File: src/rtl/wbu_scoreboard.sv
// Writeback unit for the RV32E register file's EXU and LSU write ports, with a 16-entry busy scoreboard.
// Optional performance counters (stall_cycles, wb_count) are present when the WBU_PERF_EN macro is defined.
module wbu_scoreboard #(
  parameter int NREG = 16,
  parameter int XLEN = 32
) (
  input  logic            clk,
  input  logic            rst_n,
  input  logic            issue_valid,
  input  logic [4:0]      issue_rd,
  input  logic [4:0]      issue_rs1,
  input  logic [4:0]      issue_rs2,
  output logic            issue_stall,
  input  logic            exu_in_valid,
  output logic            exu_in_ready,
  input  logic [4:0]      exu_in_rd,
  input  logic [XLEN-1:0] exu_in_data,
  input  logic            lsu_in_valid,
  output logic            lsu_in_ready,
  input  logic [4:0]      lsu_in_rd,
  input  logic [XLEN-1:0] lsu_in_data,
  output logic            exu_write,
  output logic [4:0]      exu_rd_addr,
  output logic [XLEN-1:0] exu_rd_data,
  output logic            lsu_write,
  output logic [4:0]      lsu_rd_addr,
  output logic [XLEN-1:0] lsu_rd_data,
  output logic [NREG-1:0] busy_vec,
  output logic            collide_err
`ifdef WBU_PERF_EN
  ,
  output logic [31:0]     stall_cycles,
  output logic [31:0]     wb_count
`endif
);

  // Only the low four index bits address the RV32E register file.
  logic [3:0] i_rd, i_rs1, i_rs2, e_idx, l_idx;
  assign i_rd  = issue_rd[3:0];
  assign i_rs1 = issue_rs1[3:0];
  assign i_rs2 = issue_rs2[3:0];
  assign e_idx = exu_in_rd[3:0];
  assign l_idx = lsu_in_rd[3:0];

  logic unused_idx_hi;
  assign unused_idx_hi = ^{issue_rd[4], issue_rs1[4], issue_rs2[4], exu_in_rd[4], lsu_in_rd[4]};

  logic [NREG-1:0] busy_q, busy_d;
  logic            exu_write_q, exu_write_d;
  logic [3:0]      exu_addr_q, exu_addr_d;
  logic [XLEN-1:0] exu_data_q, exu_data_d;
  logic            lsu_write_q, lsu_write_d;
  logic [3:0]      lsu_addr_q, lsu_addr_d;
  logic [XLEN-1:0] lsu_data_q, lsu_data_d;
  logic            collide_q, collide_d;
  logic            collide;

  // Same-rd collision: LSU goes first, EXU is held off for one cycle.
  assign collide      = exu_in_valid && lsu_in_valid && (e_idx == l_idx) && (e_idx != 4'd0);
  assign exu_in_ready = !collide;
  assign lsu_in_ready = 1'b1;

  assign issue_stall = issue_valid &&
                       (((i_rs1 != 4'd0) && busy_q[i_rs1]) ||
                        ((i_rs2 != 4'd0) && busy_q[i_rs2]) ||
                        ((i_rd  != 4'd0) && busy_q[i_rd]));

  always_comb begin
    exu_write_d = exu_in_valid && exu_in_ready && (e_idx != 4'd0);
    exu_addr_d  = exu_addr_q;
    exu_data_d  = exu_data_q;
    if (exu_write_d) begin
      exu_addr_d = e_idx;
      exu_data_d = exu_in_data;
    end
    lsu_write_d = lsu_in_valid && lsu_in_ready && (l_idx != 4'd0);
    lsu_addr_d  = lsu_addr_q;
    lsu_data_d  = lsu_data_q;
    if (lsu_write_d) begin
      lsu_addr_d = l_idx;
      lsu_data_d = lsu_in_data;
    end
    collide_d = collide_q || collide;
  end

  // Clears come from the strobes committing this edge; a same-index set overrides them.
  always_comb begin
    busy_d = busy_q;
    if (exu_write_q) busy_d[exu_addr_q] = 1'b0;
    if (lsu_write_q) busy_d[lsu_addr_q] = 1'b0;
    if (issue_valid && !issue_stall && (i_rd != 4'd0)) busy_d[i_rd] = 1'b1;
  end

  always_ff @(posedge clk or negedge rst_n) begin
    if (!rst_n) begin
      busy_q      <= '0;
      exu_write_q <= 1'b0;
      exu_addr_q  <= '0;
      exu_data_q  <= '0;
      lsu_write_q <= 1'b0;
      lsu_addr_q  <= '0;
      lsu_data_q  <= '0;
      collide_q   <= 1'b0;
    end else begin
      busy_q      <= busy_d;
      exu_write_q <= exu_write_d;
      exu_addr_q  <= exu_addr_d;
      exu_data_q  <= exu_data_d;
      lsu_write_q <= lsu_write_d;
      lsu_addr_q  <= lsu_addr_d;
      lsu_data_q  <= lsu_data_d;
      collide_q   <= collide_d;
    end
  end

  assign busy_vec    = busy_q;
  assign exu_write   = exu_write_q;
  assign exu_rd_addr = {1'b0, exu_addr_q};
  assign exu_rd_data = exu_data_q;
  assign lsu_write   = lsu_write_q;
  assign lsu_rd_addr = {1'b0, lsu_addr_q};
  assign lsu_rd_data = lsu_data_q;
  assign collide_err = collide_q;

`ifdef WBU_PERF_EN
  logic [31:0] stall_cnt_q, stall_cnt_d;
  logic [31:0] wb_cnt_q, wb_cnt_d;

  always_comb begin
    stall_cnt_d = issue_stall ? stall_cnt_q + 32'd1 : stall_cnt_q;
    wb_cnt_d    = (exu_write_q || lsu_write_q) ? wb_cnt_q + 32'd1 : wb_cnt_q;
  end

  always_ff @(posedge clk or negedge rst_n) begin
    if (!rst_n) begin
      stall_cnt_q <= '0;
      wb_cnt_q    <= '0;
    end else begin
      stall_cnt_q <= stall_cnt_d;
      wb_cnt_q    <= wb_cnt_d;
    end
  end

  assign stall_cycles = stall_cnt_q;
  assign wb_count     = wb_cnt_q;
`endif

endmodule

File: config.mk
export PLATFORM = sky130hd
export DESIGN_NAME = wbu_scoreboard
export DESIGN_NICKNAME = d
export VERILOG_FILES = /design/src/rtl/wbu_scoreboard.sv
export SDC_FILE = /design/constraint.sdc
export NUM_CORES = 1
export LEC_CHECK = 0
export ABC_AREA = 1
export BUFFER_PORTS_ARGS = -buffer_cell sky130_fd_sc_hd__clkbuf_2
export CORE_ASPECT_RATIO = 1.75
export CORE_MARGIN = 4
export CORE_UTILIZATION = 43
export CTS_CLUSTER_SIZE = 28
export DETAILED_ROUTE_END_ITERATION = 10
export GPL_TIMING_DRIVEN = 0
export PLACE_DENSITY = 0.82
export SYNTH_ARGS = -nofsm -noshare
export SYNTH_HDL_FRONTEND = slang
export SYNTH_SLANG_ARGS = --single-unit
File: constraint.sdc
create_clock -name clk -period 1.5 [get_ports clk]
set_clock_uncertainty 0.05 [all_clocks]
set_input_delay 0 -clock clk [delete_from_list [all_inputs] [get_ports clk]]
set_output_delay 0 -clock clk [all_outputs]
set_load 0.02 [all_outputs]
After elaboration in Yosys (flattened, before gate mapping) --
Cells that the tools add are included.
Storage, ports and cells: input port bits 94, word-level logic and storage cells 62, output and inout bits 96, register bits 91
Operators by class: mux-type cells 15, reduce and logical (&&, ||, !) cells 25, bitwise operators 5, magnitude comparators 8, equality and inequality tests 1
Operator list (number):
- two-way mux 16 bit | 3
- AND 16 bit | 2
- NOT 16 bit | 2
- less-than comparator 4 x 5 -> 1 bit, second input constant | 5
- nonzero test 4 bit | 5
- OR 16 bit | 1
- logical AND 1 bit | 15
- binary-select mux 1 bit (select 4 bit) | 3
- demux 1 bit (select 4 bit) | 3
- greater-or-equal comparator 4 x 1 -> 1 bit, second input constant | 3
- two-way mux 1 bit | 6
- equality test 4 bit | 1
- logical OR 1 bit | 3
- zero test 1 bit | 2

Longest topological paths before layout --
Gate-level depths: netlist of run 1.
word-level depth 11, gate-level depth with buffers 13, gate-level depth less buffers 12

Least setup slack after synthesis of run 1 --
Ideal clock, no wire load.
path type register to output, start point reg busy_q[8] (netlist: busy_vec[8]), end point out issue_stall, stages on the path, launching flop included 12, data arrival time 1.539 ns, required time 1.450 ns, setup slack -0.089 ns, path buffers 1, cell sequence dfrtp_1 inv_1 o21ai_1 nand2_1 nand2_1 nand2_1 nand2_1 nor2_4 nor2_4 nor2_8 buf_8 nor2_1
Between the ends: longest elaborated chain between the ends 6, elaborated cells between the ends (all ways) 12, classes of those cells 6 x mux; 6 x reduce/logical
Ends and longest elaborated chain:
- from (decl) | line 48 | logic [NREG-1:0] busy_q, busy_d;
- from (signal assigned) | line 105 | busy_q <= busy_d;
- binary-select mux 1 bit (select 4 bit) (on tied branches) | line 64, 65
- two-way mux 1 bit (on tied branches) | line 64, 65
- logical AND 1 bit (on tied branches) | line 64, 65
- logical OR 1 bit | line 64 | (((i_rs1 != 4'd0) && busy_q[i_rs1]) ||
- logical OR 1 bit * | line 65 | ((i_rs2 != 4'd0) && busy_q[i_rs2]) ||
- logical AND 1 bit * | line 63 | assign issue_stall = issue_valid &&
- to (decl) | line 13 | output logic issue_stall,
Every way passes the cells marked *; elsewhere a longest branch is shown, timed or not. The select of a mux whose other input is x is not followed.

Worst setup path in the final report of run 1 --
start point reg busy_q[11] (netlist: busy_vec[11]), end point out issue_stall
Same word-level chain as after synthesis.

==> results of run 1 <==
[logic make-up (layout without fill, tap and decap cells)]
| logic type | count (synthesis) | count (layout) | share of synthesized area, % |
|---|---|---|---|
| simple gates | 392 | 392 | 36.3 |
| flops | 91 | 91 | 51.0 |
| buf+inv | 75 | 362 | 7.24 |
| compound gates | 32 | 32 | 5.05 |
| other cells | 2 | 3 | 0.168 |
| xor+xnor | 1 | 1 | 0.196 |
[flip-flops by register name, summed over array words and instances (netlist names)]
signal	cells
exu_rd_data	32
lsu_rd_data	32
busy_vec	16
exu_addr_q	4
lsu_addr_q	4
collide_err	1
exu_write	1
lsu_write	1
[cell type report]
type                            count  share of cell area, %
Buffer                             22                   1.91
Clock buffer                       11                   3.68
Clock inverter                      5                   1.55
Inverter                           53                   2.90
Multi-Input combinational cell    428                   28.1
Sequential cell                    91                   33.3
Tap cell                          127                   2.31
Timing Repair Buffer              271                   26.2
[per-stage QoR]
step                std cells  setup TNS (ns)  setup slack [ns]  util, %
floorplan                 594               0            0.0250        -
global placement          900          -61.27            -0.849     54.0
detailed placement        901           -1.11            -0.132     54.2
CTS                      1002           -2.96            -0.330     66.1
global route             1008           -4.50            -0.392     67.1
finish                   1008           -3.01            -0.294     67.1
[power by group through the flow]
stage | registers [mW] | logic (mW) | clock network (mW)
3_3_place_gp | 3.21 | 2.16 | 0
6_report | 3.21 | 2.73 | 2.68
3_5_place_dp | 3.21 | 2.20 | 0
4_1_cts | 3.17 | 2.56 | 2.70
5_1_grt | 3.25 | 2.98 | 2.79
2_1_floorplan | 3.57 | 0.928 | 0
[worst max-delay path: cells and delay by family (launching register included)]
kind                   cells  cell delay (ns)
AND/OR/NAND/NOR            9             0.67
buffers and inverters      3             0.32
flip-flops                 1             0.44
[per-layer routing]
| metal | vias to the layer above | global-route usage (%) |
|---|---|---|
| met3 | 74 | 6.18 |
| met1 | 2370 | 28.1 |
| li1 | 2394 | - |
| met2 | 277 | 48.4 |
| met4 | 0 | 17.8 |
| met5 | - | 0 |
[cell usage in the layout (no fill, tap or decap), types with 2 or more instances in the layout]
master,netlist,final
clkbuf_1,10,4
clkbuf_8,0,2
buf_2,6,6
nand4_1,2,2
nand2_2,2,11
nor2_4,3,4
o211ai_1,2,2
inv_1,44,34
nand3_2,9,14
nand2_1,316,307
dfrtp_2,0,7
clkbuf_16,0,9
buf_4,4,21
a21oi_1,2,2
bufinv_16,0,3
nand3_1,27,21
dfrtp_1,91,84
nor2_1,28,27
o22ai_1,2,2
buf_6,1,3
dlygate4sd3_1,0,73
clkbuf_2,0,183
conb_1,2,3
inv_2,8,18
o221ai_1,15,15
o21ai_0,9,9
[path summary, 6_finish.rpt]
kind	from	endpoint	slack, ns	depth (start not counted)
max reg2reg	busy_vec[11]$_DFF_PN0_	busy_vec[12]$_DFF_PN0_	-0.23	13
min	exu_in_valid	collide_err$_DFF_PN0_	0.05	5
min in group asynchronous	rst_n	exu_rd_data[26]$_DFFE_PN0P_	0.19	2
max	busy_vec[11]$_DFF_PN0_	issue_stall	-0.29	12
min reg2reg	exu_rd_data[6]$_DFFE_PN0P_	exu_rd_data[6]$_DFFE_PN0P_	0.43	2
max in group asynchronous	rst_n	busy_vec[7]$_DFF_PN0_	0.53	3
[repair_timing]
item	4_1_cts	5_1_grt
gates cloned	0	0
endpoints found under the setup margin	12	46
hold endpoints to repair	110	0
pin swaps	2	15
buffers inserted	12	7
hold buffers	73	0
resized for setup	11	39
==> insert_results.sql, run 1 <==
INSERT INTO impl_metrics (metric_group, metric, value, unit) VALUES
('synthesis', 'synth-async-reset-ratio', '100', '%'),
('synthesis', 'synthDominantCellAreaShare', '51.0', '%'),
('synthesis', 'ys_top_cells_by_area', 'dfrtp_1, nand2_1, inv_1', ''),
('power_and_ir_drop', 'power.switching_fraction', '34.4', '%'),
('global_route', 'grt_overall_usage', '27.2', '%'),
('placed_design', 'io_buffer_count', '179', ''),
('final_layout', 'multiInputGateArea', '1930', 'um^2'),
('cts', 'clock_tree.buffer_depth', '2', ''),
('critical_path', 'cp-start-kind', 'flop', ''),
('final_layout', 'final_net_count', '970', ''),
('floorplan', 'core.rowCount', '49', ''),
('final_layout', 'n_antenna_cell', '0', ''),
('global_route', 'grt_antenna_before_repair', '0', ''),
('timing', 'fmax_achieved', '0.557', 'GHz'),
('cts', 'tritoncts_clock_tree', 'built', ''),
('critical_path', 'timing.critical_path.required', '1.45', 'ns'),
('power_and_ir_drop', 'post_layout_total_power', '8.61', 'mW'),
('synthesis', 'yosysTopAreaCell', 'dfrtp_1', ''),
('status', 'run_status', 'finished with violations', ''),
('timing', 'period_minus_slack', '1.79', 'ns'),
('timing', 'max_slew.worst_pin.slew', '0.557', 'ns'),
('status', 'failed_checks', 'negative setup slack', ''),
('timing', 'report.final.setup_viol', '16', ''),
('route', 'dr.first_iter.drc_count', '332', ''),
('critical_path', 'worst_path_most_repeated_cell', 'nand2_1', ''),
('route', 'met2RoutedLength', '8270', 'um'),
('final_layout', 'fillers', '749', ''),
('critical_path', 'cp_cell_sequence', 'inv_2, nand2_1, nand3_1, nand3b_1, nand2_1, nand2_1, nand2_1, nand2_2, nor2_8, buf_8, nor2_4, buf_6', ''),
('timing', 'final-max-slew-violation-count', '0', ''),
('floorplan', 'io_pins', '190', ''),
('global_route', 'grt_pass1_wl', '26200', 'um'),
('critical_path', 'timing.critical_path.fanout_max', '4', ''),
('flow_run', 'maxCapViolations', '0', ''),
('timing', 'report.final.hold_viol_count', '0', ''),
('synthesis', 'synth_most_common_cell', 'nand2_1', ''),
('power_and_ir_drop', 'internal-power', '5.65', 'mW'),
('power_and_ir_drop', 'p_sw', '2.97', 'mW'),
('cts', 'cts_made_buffers', '9', ''),
('floorplan', 'core_region_area', '10200', 'um^2'),
('synthesis', 'synth_edf_count', '0', ''),
('critical_path', 'critical_path.endpoint_type', 'output port', ''),
('route', 'vias', '5115', ''),
('floorplan', 'initial_util', '43.6', '%'),
('timing', 'grt_setup_unrepaired', 'true', ''),
('route', 'detail-route-antenna-nets', '0', ''),
('floorplan', 'chipHeight', '143', 'um'),
('timing', 'final.period_utilization', '120', '%'),
('final_layout', 'growth_of_design_area_from_synthesis_to_finish', '54.0', '%'),
('timing', 'whs', '0.0469', 'ns'),
('power_and_ir_drop', 'pwr-share-clk', '31.1', '%'),
('power_and_ir_drop', 'combinationalPowerShare', '31.7', '%'),
('synthesis', 'yosys.cell_types.count', '30', ''),
('placed_design', 'detailedPlacementHpwl', '10100', 'um'),
('timing', 'setup_slack', '-0.294', 'ns'),
('power_and_ir_drop', 'power.leakage', '3.86', 'nW'),
('placed_design', 'finalWeightedCongestion', '0.988', ''),
('final_layout', 'layout.cell_area.non_filler', '6870', 'um^2'),
('synthesis', 'yosys-top-cells-count', 'nand2_1, dfrtp_1, inv_1, nor2_1, nand3_1', ''),
('critical_path', 'critical_path.slowest_cell', 'dfrtp_1', ''),
('floorplan', 'die_area', '12100', 'um^2'),
('global_route', 'pin_count_of_the_biggest_net_entering_global_routing', '54', ''),
('synthesis', 'syn-cell-area', '4460', 'um^2'),
('route', 'wl', '15900', 'um'),
('route', 'route.detailed.wl_per_inst', '15.8', 'um'),
('global_route', 'globalRouteOverflowTotal', '0', ''),
('min_path', 'hold_class', 'in2reg', ''),
('route', 'uppermost_signal_routing_layer_after_detailed_routing', 'met4', ''),
('power_and_ir_drop', 'cellPowerDensity', '1250', 'nW/um^2'),
('timing', 'slew-limit-headroom', '62.9', '%'),
('floorplan', 'die_w', '85', 'um'),
('cts', 'htreeDepth', '3', '');
Power figures use the tool's default switching activity.
==> inputs of run 2 (changes only) <==
Settings changed: CTS_BUF_LIST from default to sky130_fd_sc_hd__clkbuf_16, TNS_END_PERCENT from default to 20.
==> run 2 against run 1 <==
Effect of this change: the flow still finishes with violations (negative setup slack); die area unchanged; register-to-register slack about the same; sequential cell count unchanged; utilization decreased by 0.50 points; wire length increased by 0.36%; hold slack improved by 0.023 ns; clock-buffer cell count decreased by 2; clock power decreased by 4%; sequential power about the same; sequential share of layout area increased by 0.23 points; final area decreased by 0.75%; fmax increased by 0.29%.
==> insert_results.sql, run 2 (synthesis gave the netlist of run 1 again) <==
INSERT INTO impl_metrics (metric_group, metric, value, unit) VALUES
('power_and_ir_drop', 'post_layout_total_power', '8.46', 'mW'),
('global_route', 'pin_count_of_the_biggest_net_entering_global_routing', '54', ''),
('cts', 'clkLatencyLatePin', '0.34', 'ns'),
('timing', 'setup_slack', '-0.289', 'ns'),
('placed_design', 'finalWeightedCongestion', '0.988', ''),
('global_route', 'met2_usage', '47.4', '%'),
('route', 'detail-route-antenna-nets', '0', ''),
('route', 'route.detailed.wl_per_inst', '15.9', 'um'),
('global_route', 'use_met3', '6.58', '%'),
('global_route', 'globalRouteOverflowTotal', '0', ''),
('final_layout', 'layout.cell_area.non_filler', '6820', 'um^2'),
('critical_path', 'timing.critical_path.required', '1.45', 'ns'),
('cts', 'htreeDepth', '3', ''),
('global_route', 'grt_pass1_wl', '26200', 'um'),
('final_layout', 'final_layout_size_suffix_gt1_share', '30.9', '%'),
('floorplan', 'io_pins', '190', ''),
('route', 'vias', '5095', ''),
('global_route', 'via_count_of_the_first_global_routing_pass', '5505', ''),
('critical_path', 'cpLargestDelayFamily', 'simple AND/OR/NAND/NOR gates', ''),
('floorplan', 'core.rowCount', '49', ''),
('placed_design', 'detailedPlacementHpwl', '10100', 'um'),
('final_layout', 'growth_of_design_area_from_synthesis_to_finish', '52.8', '%'),
('final_layout', 'most-common-layout-cells', 'nand2_1, clkbuf_2, dfrtp_1, dlygate4sd3_1, inv_1', ''),
('floorplan', 'die_w', '85', 'um'),
('global_route', 'grt_busiest_layer', 'met2', ''),
('power_and_ir_drop', 'cellPowerDensity', '1240', 'nW/um^2'),
('placed_design', 'dpl_worst_slack', '-0.132', 'ns'),
('status', 'run_status', 'finished with violations', ''),
('final_layout', 'n_antenna_cell', '0', ''),
('floorplan', 'chipHeight', '143', 'um'),
('critical_path', 'cp_num_buf_inv', '3', ''),
('route', 'post_drt_via_cell_ratio', '5.06', ''),
('cts', 'clock_tree.buffer_depth', '2', ''),
('cts', 'clock_pin_transition_on_the_worst_setup_and_hold_timing_paths', '0.06', 'ns'),
('cts', 'tritoncts_clock_tree', 'built', ''),
('global_route', 'met1_usage', '28.1', '%'),
('critical_path', 'worstSetupPathType', 'reg2out', ''),
('critical_path', 'timing.critical_path.fanout_max', '4', ''),
('critical_path', 'critical_path.endpoint_type', 'output port', ''),
('critical_path', 'worst_ep_arrival_time', '1.74', 'ns'),
('critical_path', 'r2r_setup_slack', '-0.23', 'ns'),
('critical_path', 'cp-start-kind', 'flop', ''),
('route', 'wl', '15900', 'um'),
('cts', 'cts_made_buffers', '9', ''),
('timing', 'whs', '0.0695', 'ns'),
('global_route', 'grt_overall_usage', '27.1', '%'),
('status', 'failed_checks', 'negative setup slack', ''),
('timing', 'final-max-slew-violation-count', '0', ''),
('cts', 'clk_root_buffer_cell', 'clkbuf_16', ''),
('timing', 'max_slew.worst_pin.slew', '0.554', 'ns'),
('cts', 'cts.sinks', '91', ''),
('route', 'dr.first_iter.drc_count', '323', ''),
('critical_path', 'critical_path.slowest_cell', 'dfrtp_1', ''),
('final_layout', 'final_net_count', '968', ''),
('final_layout', 'fillers', '763', ''),
('flow_run', 'maxCapViolations', '0', ''),
('placed_design', 'detailed_place.area', '5550', 'um^2'),
('timing', 'report.final.setup_viol', '31', ''),
('timing', 'fmax_achieved', '0.559', 'GHz'),
('route', 'drt_pre_antenna_iters', '5', ''),
('placed_design', 'placedCellCount', '901', ''),
('critical_path', 'worst_path_most_repeated_cell', 'nand2_1', ''),
('timing', 'grt_setup_unrepaired', 'true', ''),
('critical_path', 'cp_cell_sequence', 'inv_1, nand2_1, nand3_1, nand3b_1, nand2_1, nand2_1, nand2_1, nand2_2, nor2_8, buf_8, nor2_4, buf_6', ''),
('placed_design', 'io_buffer_count', '179', ''),
('timing', 'period_minus_slack', '1.79', 'ns'),
('critical_path', 'timing.critical_path.slowest_cell_delay', '0.43', 'ns'),
('timing', 'slew-limit-headroom', '63.1', '%'),
('final_layout', 'multiInputGateArea', '1910', 'um^2'),
('floorplan', 'core_region_area', '10200', 'um^2'),
('floorplan', 'initial_util', '43.6', '%'),
('power_and_ir_drop', 'irDropWorstVdd', '1000', 'uV'),
('min_path', 'hold_class', 'in2reg', ''),
('route', 'drc', '0', ''),
('timing', 'final.period_utilization', '119', '%'),
('floorplan', 'die_area', '12100', 'um^2'),
('global_route', 'grt_antenna_before_repair', '0', ''),
('final_layout', 'sequential_cell_area', '2280', 'um^2'),
('final_layout', 'finalNonFillerCells', '1006', ''),
('timing', 'report.final.hold_viol_count', '0', ''),
('final_layout', 'mostFrequentLayoutCell', 'nand2_1', ''),
('power_and_ir_drop', 'power.leakage', '3.85', 'nW');
-- run 2: cell count changes in the layout (fill, tap and decap cells not counted), moves of 2 or more --
cell | before | now
inv_1 | 34 | 39
clkbuf_8 | 2 | 0
clkbuf_4 | 1 | 3
nand3_2 | 14 | 12
clkinv_1 | 1 | 3
nand3_1 | 21 | 24
clkbuf_2 | 183 | 181
nand2_2 | 11 | 6
inv_2 | 18 | 13
nand2_1 | 307 | 312
buf_2 | 6 | 3
-- run 2: metal layers --
| layer | wire (um) | up-vias |
|---|---|---|
| li1 | - | 2395 |
| met1 | 5450 | 2349 |
| met2 | 8230 | 271 |
| met3 | 1160 | 80 |
| met4 | 1110 | 0 |
| met5 | 0 | - |
-- run 2: worst paths after layout --
check	end	cells past startpoint	from
worst max-delay path	issue_stall	12	busy_vec[9]$_DFF_PN0_
worst min-delay path	busy_vec[5]$_DFF_PN0_	5	issue_valid
worst max register to register	busy_vec[12]$_DFF_PN0_	13	busy_vec[9]$_DFF_PN0_
worst min register to register	exu_rd_data[26]$_DFFE_PN0P_	2	exu_rd_data[26]$_DFFE_PN0P_
max in group asynchronous	busy_vec[5]$_DFF_PN0_	3	rst_n
min in group asynchronous	lsu_rd_data[8]$_DFFE_PN0P_	2	rst_n
-- run 2: area by class of cell --
cell class | instances | share of cell area [%]
plain buffers | 22 | 2.11
well taps | 127 | 2.33
multi-input cells | 428 | 28.0
clock inverters | 7 | 1.67
flip-flops and latches | 91 | 33.5
clock buffers | 9 | 3.30
repair buffers | 269 | 26.2
inverters | 53 | 2.92
-- run 2: through the flow --
| step | setup TNS [ns] | util [%] |
|---|---|---|
| after global routing | -8.15 | 66.6 |
| after global placement | -61.27 | 54.0 |
| final | -2.84 | 66.6 |
| after floorplan | 0 | - |
| after detailed placement | -1.11 | 54.2 |
| after CTS | -2.54 | 65.6 |
-- run 2: power by group --
part	internal, mW	switching [mW]	total [mW]
clock network	1.62	0.950	2.57
logic	1.07	1.62	2.69
registers	2.83	0.371	3.20
-- run 2: worst min-delay path, cell delays in order --
cell and delay, ns:
clkbuf_2 0.08, inv_1 0.12, nor2_2 0.10, nand3_1 0.08, nand2_1 0.04
-- run 2: timing repair --
| action | CTS | global route |
|---|---|---|
| resized for setup | 7 | 34 |
| buffers inserted | 11 | 5 |
| endpoints found under the hold margin | 110 | 0 |
| hold buffers | 73 | 0 |
| setup endpoints to repair | 12 | 77 |
| pin swaps | 1 | 18 |
